<file path="src/rtl/vector_pkg.sv">
// Shared types and helpers for the vector lane dispatcher slice.
// Latency: n/a (types, constants and constant-foldable helpers only).
// Backpressure: n/a.
package vector_pkg;

    // Sequencer states: idle, stepping through beats, holding the result for writeback
    typedef enum logic [1:0] {
        IDLE = 2'd0,
        RUN  = 2'd1,
        DONE = 2'd2
    } state_t;

    // Number of lanes for a given lane index width
    function automatic int unsigned lanes_of(input int unsigned lane_index_size);
        return 32'd1 << lane_index_size;
    endfunction

    // Beats needed to cover vl elements: ceil(vl / LANES)
    function automatic int unsigned beat_count(input int unsigned vl,
                                               input int unsigned lane_index_size);
        return (vl + lanes_of(lane_index_size) - 32'd1) >> lane_index_size;
    endfunction

endpackage

</file>
<file path="src/rtl/vector_elem_select.sv">
// Extracts LANES consecutive LEN-bit elements from a full vector bus at a beat index.
// Latency: combinational.
// Backpressure: none; pure mux.
module vector_elem_select
    import vector_pkg::*;
#(
    parameter int LEN             = 32,
    parameter int VECTOR_SIZE     = 8,
    parameter int LANE_INDEX_SIZE = 1,
    parameter int BEAT_W          = 2,
    localparam int LANES          = int'(lanes_of(LANE_INDEX_SIZE))
) (
    input  logic [VECTOR_SIZE*LEN-1:0] vec,
    input  logic [BEAT_W-1:0]          beat,
    output logic [LANES*LEN-1:0]       elems
);

    // Beat b covers elements b*LANES .. b*LANES+LANES-1, which are contiguous on the bus
    always_comb begin
        elems = vec[int'(beat)*(LANES*LEN) +: LANES*LEN];
    end

endmodule

</file>
<file path="src/rtl/vector_lane_dispatcher.sv">
// Sequences one vector instruction across LANES combinational ALUs and merges results into vd.
// Latency: 1 + ceil(vl/LANES) cycles from accepted start to done (1 cycle when vl is 0).
// Backpressure: result held with done=1 until result_ready; start is ignored while busy.
module vector_lane_dispatcher
    import vector_pkg::*;
#(
    parameter int LEN              = 32,
    parameter int VECTOR_SIZE      = 8,
    parameter int ENTRY_INDEX_SIZE = 3,
    parameter int LANE_INDEX_SIZE  = 1,
    localparam int LANES           = int'(lanes_of(LANE_INDEX_SIZE))
) (
    input  logic                          clk,
    input  logic                          rst_n,
    input  logic                          start,
    input  logic [ENTRY_INDEX_SIZE:0]     vl,
    input  logic                          vm,
    input  logic [VECTOR_SIZE-1:0]        v0_mask,
    input  logic [VECTOR_SIZE*LEN-1:0]    vs1_all,
    input  logic [VECTOR_SIZE*LEN-1:0]    vs2_all,
    input  logic [VECTOR_SIZE*LEN-1:0]    vd_old_all,
    output logic [LANES*LEN-1:0]          lane_vs1,
    output logic [LANES*LEN-1:0]          lane_vs2,
    output logic [LANES*LEN-1:0]          lane_mask,
    output logic [LANES-1:0]              lane_valid,
    input  logic [LANES*LEN-1:0]          lane_result,
    output logic                          busy,
    output logic                          done,
    input  logic                          result_ready,
    output logic [VECTOR_SIZE*LEN-1:0]    vd_result
);

    // Beat index width; assumes VECTOR_SIZE > LANES so at least one beat bit exists
    localparam int BEAT_W = ENTRY_INDEX_SIZE - LANE_INDEX_SIZE;

    state_t                        state_q;
    state_t                        state_d;
    logic [BEAT_W-1:0]             beat_q;
    logic [ENTRY_INDEX_SIZE:0]     vl_q;
    logic                          vm_q;
    logic [VECTOR_SIZE-1:0]        mask_q;
    logic [VECTOR_SIZE*LEN-1:0]    vs1_q;
    logic [VECTOR_SIZE*LEN-1:0]    vs2_q;
    logic [VECTOR_SIZE*LEN-1:0]    vd_old_q;
    logic [VECTOR_SIZE*LEN-1:0]    res_buf;

    logic                          start_ok;
    logic                          run;
    logic                          beat_last;
    logic [ENTRY_INDEX_SIZE:0]     vl_clamped;
    logic [ENTRY_INDEX_SIZE-1:0]   lane_elem [LANES];
    logic [LANES-1:0]              lane_act;
    logic [LANES*LEN-1:0]          sel_vs1;
    logic [LANES*LEN-1:0]          sel_vs2;

    assign start_ok   = start && (state_q == IDLE);
    assign run        = (state_q == RUN);
    assign vl_clamped = (vl > (ENTRY_INDEX_SIZE+1)'(VECTOR_SIZE))
                      ? (ENTRY_INDEX_SIZE+1)'(VECTOR_SIZE) : vl;
    assign beat_last  = (32'(beat_q) == beat_count(32'(vl_q), LANE_INDEX_SIZE) - 32'd1);

    vector_elem_select #(
        .LEN             (LEN),
        .VECTOR_SIZE     (VECTOR_SIZE),
        .LANE_INDEX_SIZE (LANE_INDEX_SIZE),
        .BEAT_W          (BEAT_W)
    ) u_sel_vs1 (
        .vec   (vs1_q),
        .beat  (beat_q),
        .elems (sel_vs1)
    );

    vector_elem_select #(
        .LEN             (LEN),
        .VECTOR_SIZE     (VECTOR_SIZE),
        .LANE_INDEX_SIZE (LANE_INDEX_SIZE),
        .BEAT_W          (BEAT_W)
    ) u_sel_vs2 (
        .vec   (vs2_q),
        .beat  (beat_q),
        .elems (sel_vs2)
    );

    // State register
    always_ff @(posedge clk or negedge rst_n) begin
        if (!rst_n) state_q <= IDLE;
        else        state_q <= state_d;
    end

    // Next-state: zero-length vectors skip RUN; DONE waits on writeback
    always_comb begin
        state_d = state_q;
        case (state_q)
            IDLE: if (start) state_d = (vl_clamped == '0) ? DONE : RUN;
            RUN:  if (beat_last) state_d = DONE;
            DONE: if (result_ready) state_d = IDLE;
            default: state_d = IDLE;
        endcase
    end

    // Status outputs decoded from the registered state only
    always_comb begin
        busy = (state_q != IDLE);
        done = (state_q == DONE);
    end

    // Element index served by each lane in the current beat
    always_comb begin
        for (int k = 0; k < LANES; k++) begin
            lane_elem[k] = {beat_q, LANE_INDEX_SIZE'(k)};
        end
    end

    // Lane qualifiers: inside vl is valid, valid and unmasked is active; all zero outside RUN
    always_comb begin
        lane_valid = '0;
        lane_act   = '0;
        lane_mask  = '0;
        for (int k = 0; k < LANES; k++) begin
            if (run) begin
                lane_valid[k] = ({1'b0, lane_elem[k]} < vl_q);
                lane_act[k]   = lane_valid[k] && (vm_q || mask_q[lane_elem[k]]);
                lane_mask[k*LEN +: LEN] = {LEN{lane_act[k]}};
            end
        end
    end

    assign lane_vs1  = run ? sel_vs1 : '0;
    assign lane_vs2  = run ? sel_vs2 : '0;
    assign vd_result = res_buf;

    // Beat counter: cleared on launch, advances every RUN cycle
    always_ff @(posedge clk or negedge rst_n) begin
        if (!rst_n)        beat_q <= '0;
        else if (start_ok) beat_q <= '0;
        else if (run)      beat_q <= beat_q + 1'b1;
    end

    // Operand latches, captured only on an accepted launch
    always_ff @(posedge clk or negedge rst_n) begin
        if (!rst_n) begin
            vl_q     <= '0;
            vm_q     <= 1'b0;
            mask_q   <= '0;
            vs1_q    <= '0;
            vs2_q    <= '0;
            vd_old_q <= '0;
        end else if (start_ok) begin
            vl_q     <= vl_clamped;
            vm_q     <= vm;
            mask_q   <= v0_mask;
            vs1_q    <= vs1_all;
            vs2_q    <= vs2_all;
            vd_old_q <= vd_old_all;
        end
    end

    // Result buffer: preloaded with old vd so tail elements past the last beat stay undisturbed
    always_ff @(posedge clk or negedge rst_n) begin
        if (!rst_n) begin
            res_buf <= '0;
        end else if (start_ok) begin
            res_buf <= vd_old_all;
        end else if (run) begin
            for (int k = 0; k < LANES; k++) begin
                res_buf[int'(lane_elem[k])*LEN +: LEN] <= lane_act[k]
                    ? lane_result[k*LEN +: LEN]
                    : vd_old_q[int'(lane_elem[k])*LEN +: LEN];
            end
        end
    end

endmodule

</file>
<file path="config.mk">
export PLATFORM = sky130hd
export DESIGN_NAME = vector_lane_dispatcher
export DESIGN_NICKNAME = d
export VERILOG_FILES = /design/src/rtl/vector_pkg.sv /design/src/rtl/vector_elem_select.sv /design/src/rtl/vector_lane_dispatcher.sv
export SDC_FILE = /design/constraint.sdc
export NUM_CORES = 2
export LEC_CHECK = 0
export ABC_AREA = 1
export CAP_MARGIN = 20
export CORE_AREA = 2 2 508 510
export CTS_CLUSTER_DIAMETER = 150
export DETAILED_ROUTE_END_ITERATION = 16
export DIE_AREA = 0 0 510 512
export HOLD_SLACK_MARGIN = 0.1
export PLACE_DENSITY = 0.44
export SYNTH_ARGS = -nofsm -noshare
export SYNTH_HDL_FRONTEND = slang
export SYNTH_SLANG_ARGS = --single-unit
export TNS_END_PERCENT = 100
</file>
<file path="constraint.sdc">
create_clock -name clk -period 4.5 [get_ports clk]
set_input_delay 0.9 -clock clk [delete_from_list [all_inputs] [get_ports clk]]
set_output_delay 0.9 -clock clk [all_outputs]
set_load 0.02 [all_outputs]
</file>
# Word-level counts from Yosys, hierarchy flattened
# Cells that the tools add are included.
# Widths: inputs -> output; s select.
[word_totals]
n_memories = 0
word_cells = 70
ram_bits = 0
latch_bits = 0
in_bits = 849
romBits = 0
reg_bits = 1041
out_inout_bits = 452
[classes]
n_div = 0
n_lt_le_gt_ge = 5
multipliers = 0
n_eq_ne = 6
add_sub_neg = 6
muxes = 26
n_reduce_logical = 10
shift = 8
bitwise = 0
[ops]
columns = ["cell", "n"]
rows = [
  ["$bwmux 256", 2],
  ["$mux 256", 2],
  ["$shift 32x33->256 const A", 2],
  ["$shiftx 256x9->32", 2],
  ["$shiftx 256x9->64", 2],
  ["$shiftx 32x33->256", 2],
  ["$mux 32", 4],
  ["$mux 64", 2],
  ["$neg 8->33", 2],
  ["$eq 2x32->1", 1],
  ["$sub 31x1->32 const B", 1],
  ["$mux 2", 6],
  ["$lt 3x4->1", 2],
  ["$lt 3x4->1 const B", 2],
  ["$mux 1", 6],
  ["$pmux 2 s3", 1],
  ["$sub 5x1->6 const B", 1],
  ["$add 4x2->5 const B", 1],
  ["$bmux 1 s2", 2],
  ["$gt 4x4->1 const B", 1],
  ["$logic_not 4->1", 1],
  ["$mux 4", 1],
  ["$ne 2x1->1 const B", 2],
  ["$reduce_bool 2->1", 2],
  ["8 further kinds", 11],
]

# Depth between registers and ports, before layout
[depth]
ltp_word = 11
depth_mapped = 14
depth_no_buf = 14

# Cells and area by module
# Synthesis repeated with hierarchy kept, for this count alone.
[hier_totals]
hier_cells = 7394
area_unflattened_um2 = 53385.0
[by_module_without_submodules]
columns = ["module", "instances", "cells_each", "area_per_inst_um2", "seq_area_each_um2"]
rows = [
  ["vector_lane_dispatcher", 1, 5900, 47344.2, 26050.0],
  ["vector_elem_select", 2, 747, 3020.4, 0.0],
]

# Least setup slack after synthesis
# OpenSTA, ideal clock, no wires.
[synth_timing]
kind = "register -> output"
start = "register beat_q[0]"
end = "output lane_mask[33]"
n_path_buf = 7
path_slack_ns = 0.801
arrival_ns = 2.799
path_stages_with_launch = 14
t_required_ns = 3.600
cell_sequence = "dfrtp_1 > buf_6 > inv_4 > buf_6 > buf_6 > buf_4 > buf_2 > ha_1 > o21ai_0 > nor2_2 > nand2_2 > buf_2 > inv_1 > buf_4"
[synth_between]
elab_chain_cells = 5
word_cells_on_any_way = 6
classes_between = "order compare (1); mux (3); reduce/logical (2)"
[synth_rtl]
columns = ["item", "line_no", "rtl"]
rows = [
  ["start, declared", "vector_lane_dispatcher.sv:38", "logic [BEAT_W-1:0] beat_q;"],
  ["start signal, assigned", "vector_lane_dispatcher.sv:136", "else if (run) beat_q <= beat_q + 1'b1;"],
  ["$bmux 1 s2", "vector_lane_dispatcher.sv:122", "lane_act[k] = lane_valid[k] && (vm_q || mask_q[lane_elem[k]]);"],
  ["$mux 1 (implied by the code)", "vector_lane_dispatcher.sv:122", ""],
  ["$logic_or 1x1->1", "vector_lane_dispatcher.sv:122", ""],
  ["$logic_and 1x1->1 *", "vector_lane_dispatcher.sv:122", ""],
  ["$mux 32 *", "vector_lane_dispatcher.sv:120", "if (run) begin"],
  ["end, declared", "vector_lane_dispatcher.sv:24", "output logic [LANES*LEN-1:0] lane_mask,"],
]
# Every way passes the cells marked *; elsewhere a longest branch is shown, timed or not. The select of a mux whose other input is x is not followed.

# Worst setup path in the final report
[layout_timing]
start = "register beat_q[0]"
end = "output lane_vs2[62]"
[layout_between]
elab_chain_cells = 2
[layout_rtl]
columns = ["item", "line_no", "rtl"]
rows = [
  ["$shiftx 256x9->64", "vector_elem_select.sv:20", "elems = vec[int'(beat)*(LANES*LEN) +: LANES*LEN];"],
  ["$mux 64", "vector_lane_dispatcher.sv:129", "assign lane_vs2 = run ? sel_vs2 : '0;"],
  ["end, declared", "vector_lane_dispatcher.sv:23", "output logic [LANES*LEN-1:0] lane_vs2,"],
]
# Every way passes these cells.

==> results_dict.tcl <==
set metrics [dict create \
    rows 186 \
    tightest_slew_ps 1160 \
    die_x_um 510 \
    hold_path.startpoint "vs2_q[200]" \
    drv_cap 0 \
    setup_violations 0 \
    reg2reg_depth 10 \
    synth-compound-area-share_pct 10.94 \
    viasPerCell 4.470 \
    drtIter0Drc 4388 \
    synth_nets 7255 \
    synth_seq_area_share_pct 51.98 \
    r2r_slack_ps 970 \
    r2r-start "beat_q[0]" \
    p_total_w 0.05568 \
    initial_core_util_pct 19.60 \
    leakage_nw 33.70 \
    drv_slew 0 \
    synthXorXnorAreaFrac_pct 0.03495 \
    n_fill_cell 27570 \
    cp_data_required_time_ps 3600 \
    synth-simple-area-share_pct 25.82 \
    cts_tree "done" \
    synth_top_family_by_area "simple AND/OR/NAND/NOR gates" \
    clock.fmax_mhz 230.9 \
    outcome "complete, no violations" \
    wl_per_cell_um 24.90 \
    cpMaxStageDelayCell "mux2i_1" \
    cts_made_buffers 138 \
    grt_pass1_vias 48890 \
    dp_cells 10690 \
    cpMostUsedCell "buf_12" \
    syn-cell-area_sq_um 50120 \
    whs_path_depth 2 \
    syn2layout_area_growth_pct 41.45 \
    antenna_found_initial 97 \
    final_nets 8308 \
    rsz0062_at_grt "false" \
    vias 49010 \
    fin_setup_tns_ps 0 \
    dp_worst_setup_slack_ps 581.0 \
    root_buffer "clkbuf_16" \
    cp_max_fo 82 \
    start_kind "flop" \
    layout-drive-gt1-share_pct 4.757 \
    io_buffer_count 1300 \
    arrival_ps 3430 \
    drtPass1Iterations 5 \
    reg2reg_to "vd_result[222]" \
    core_sq_um 255800 \
    dieArea_sq_um 261100 \
    ys_types 34 \
    final_hold_viol_count 0 \
    synth_mux_area_share_pct 1.478 \
    ant_nets 0 \
    wl_um 273000 \
    synth-adder-area-share_pct 0.2646 \
    p_per_area_nw_per_um2 785.4 \
    htreeDepth 4 \
    peakVddDrop_mv 0.5313 \
    cp_cell_sequence "buf_12 > buf_12 > mux2i_1 > o32ai_1 > clkdlybuf4s50_1" \
    drc 0 \
    fin_util_pct 27.72 \
    gp_congestion 0.9125 \
    hold_class "reg -> reg" \
    ys_ff_latch 1041 \
    grt-ovfl-total 0 \
    postSynthAreaPerCell_sq_um 7.836 \
    ios 1301 \
    finalNonFillerCells 10960 \
    slowest_delay_ps 650 \
    grt_max_degree 207 \
    worstHoldEndpoint "vs2_q[200]" \
    clk_latency_ps 790 \
    relSlewSlack_pct 22.67 \
    crit_type "reg -> out" \
    die_h_um 512 \
    synth_warnings 0 \
    clockBufferDepth 3 \
    min_period_over_period_pct 96.22 \
    clock-sinks 1041 \
    hpwl_um 196600 \
    endpoint_kind "primary output" \
    grtUsageTotal_pct 20.27 \
    fin_skew_ps 39.89 \
    grt_pass1_wl_um 381500 \
    finalWorstSetupSlack_ps 170.0 \
    period_minus_slack_ps 4330 \
    syn_inst 6396 \
    path_clk_slew_ps 50 \
]
power by group:
part | internal, W | leakage, nW | switching [W]
clock | 0.00630 | 2.16 | 0.00483
sequential | 0.0137 | 13.0 | 0.00313
combinational | 0.00963 | 18.5 | 0.0181
per-stage QoR:
stage	hold WS, ps	cell area (sq um)
floorplan	436.6	50120
global placement	447.9	66170
detailed placement	453.5	66170
CTS	467.0	70800
global route	475.6	70830
finish	464.5	70890
sequential cells by signal, summed over array words and instances (netlist names):
signal / flops
vs1_q: 256
beat_q: 2
vl_q: 4
vs2_q: 256
vm_q: 1
vd_old_q: 256
mask_q: 8
state_q: 2
vd_result: 256
repair_timing:
action | CTS | global route
pin swaps | 0 | 1
gates resized for setup | 43 | 4
hold buffers | 1 | 0
setup buffers | 4 | 0
endpoints found under the hold margin | 46 | 0
cloned | 2 | 0
endpoints found under the setup margin | 107 | 7
final cells by class:
type	instances	area, sq um	share of cell area (%)
clock inverters	35	568.0	0.8013
clock buffers	202	3924	5.535
flip-flops and latches	1041	26060	36.76
well taps	3384	4234	5.973
repair buffers	1419	14390	20.30
inverters	572	2188	3.087
diodes	32	80.08	0.1130
multi-input cells	4277	19450	27.44
worst max-delay path by stage:
stage / startpoint / endpoint / slack [ps] / depth (start not counted)
3_3_place_gp: start / vd_result[235] / 580 / 9
3_5_place_dp: start / vd_result[235] / 580 / 9
6_report: beat_q[0] / lane_vs2[62] / 170 / 5
2_1_floorplan: beat_q[0] / lane_mask[33] / 800 / 13
5_1_grt: beat_q[0] / lane_vs1[22] / 30 / 6
4_1_cts: state_q[1] / lane_vs1[60] / 1 / 7
cell families (layout without fill, tap and decap cells):
logic type               after synthesis  in the layout
AO/OA/AOI/OAI                        990            990
XOR/XNOR                               2              2
adder cells (fa/ha/maj)               10             10
flip-flops                          1041           1041
buffers and inverters               1078           2228
AND/OR/NAND/NOR                     3201           3201
other                                  0             32
multiplexers                          74             74
cell usage after synthesis, drive strengths merged:
cell / number / area (sq um)
nand2: 2223 / 8357
dfrtp: 1041 / 26050
o21ai: 698 / 3497
inv: 572 / 2152
nor2: 479 / 1815
buf: 405 / 2225
nand3: 299 / 1501
nand4: 197 / 1239
clkbuf: 101 / 379.1
a21oi: 87 / 435.4
mux2i: 74 / 740.7
o32ai: 74 / 648.1
o22ai: 66 / 412.9
a21o: 32 / 240.2
o21bai: 32 / 240.2
ha: 9 / 112.6
nor3: 2 / 20.02
xnor2: 2 / 17.52
fa: 1 / 20.02
nand3b: 1 / 7.510
o211ai: 1 / 7.510
placed cells by master, fill, tap and decap left out, types with 3 or more instances in the layout:
| cell type | n |
|---|---|
| a21o_1 | 32 |
| a21oi_1 | 84 |
| a21oi_2 | 3 |
| buf_12 | 34 |
| buf_4 | 84 |
| bufinv_16 | 3 |
| clkbuf_1 | 41 |
| clkbuf_16 | 138 |
| clkbuf_8 | 23 |
| clkdlybuf4s50_1 | 1258 |
| clkinv_16 | 9 |
| clkinv_2 | 11 |
| clkinvlp_4 | 4 |
| dfrtp_1 | 1039 |
| diode_2 | 32 |
| dlygate4sd2_1 | 33 |
| ha_1 | 9 |
| inv_1 | 563 |
| inv_16 | 5 |
| inv_2 | 4 |
| inv_6 | 3 |
| mux2i_1 | 74 |
| nand2_1 | 2215 |
| nand2_4 | 4 |
| nand3_1 | 297 |
| nand4_1 | 196 |
| nor2_1 | 470 |
| nor2_4 | 7 |
| o21ai_0 | 508 |
| o21ai_1 | 189 |
| o21bai_1 | 32 |
| o22ai_1 | 66 |
| o32ai_1 | 73 |
critical path, delay by kind of cell (launching register included):
kind,cells,cell delay [ps]
compound gates,1,230
buf+inv,3,1090
flops,1,530
mux,1,650
per-layer routing:
layer  up-vias  global-route usage (%)  wire length (um)
met2      2017                   33.36            128200
met4        72                   7.105             10190
met5         -                       0               483
met1     23920                   25.21            112500
li1      22530                       -                 -
met3       459                   5.635             21570
(Power assumes the default switching activity.)
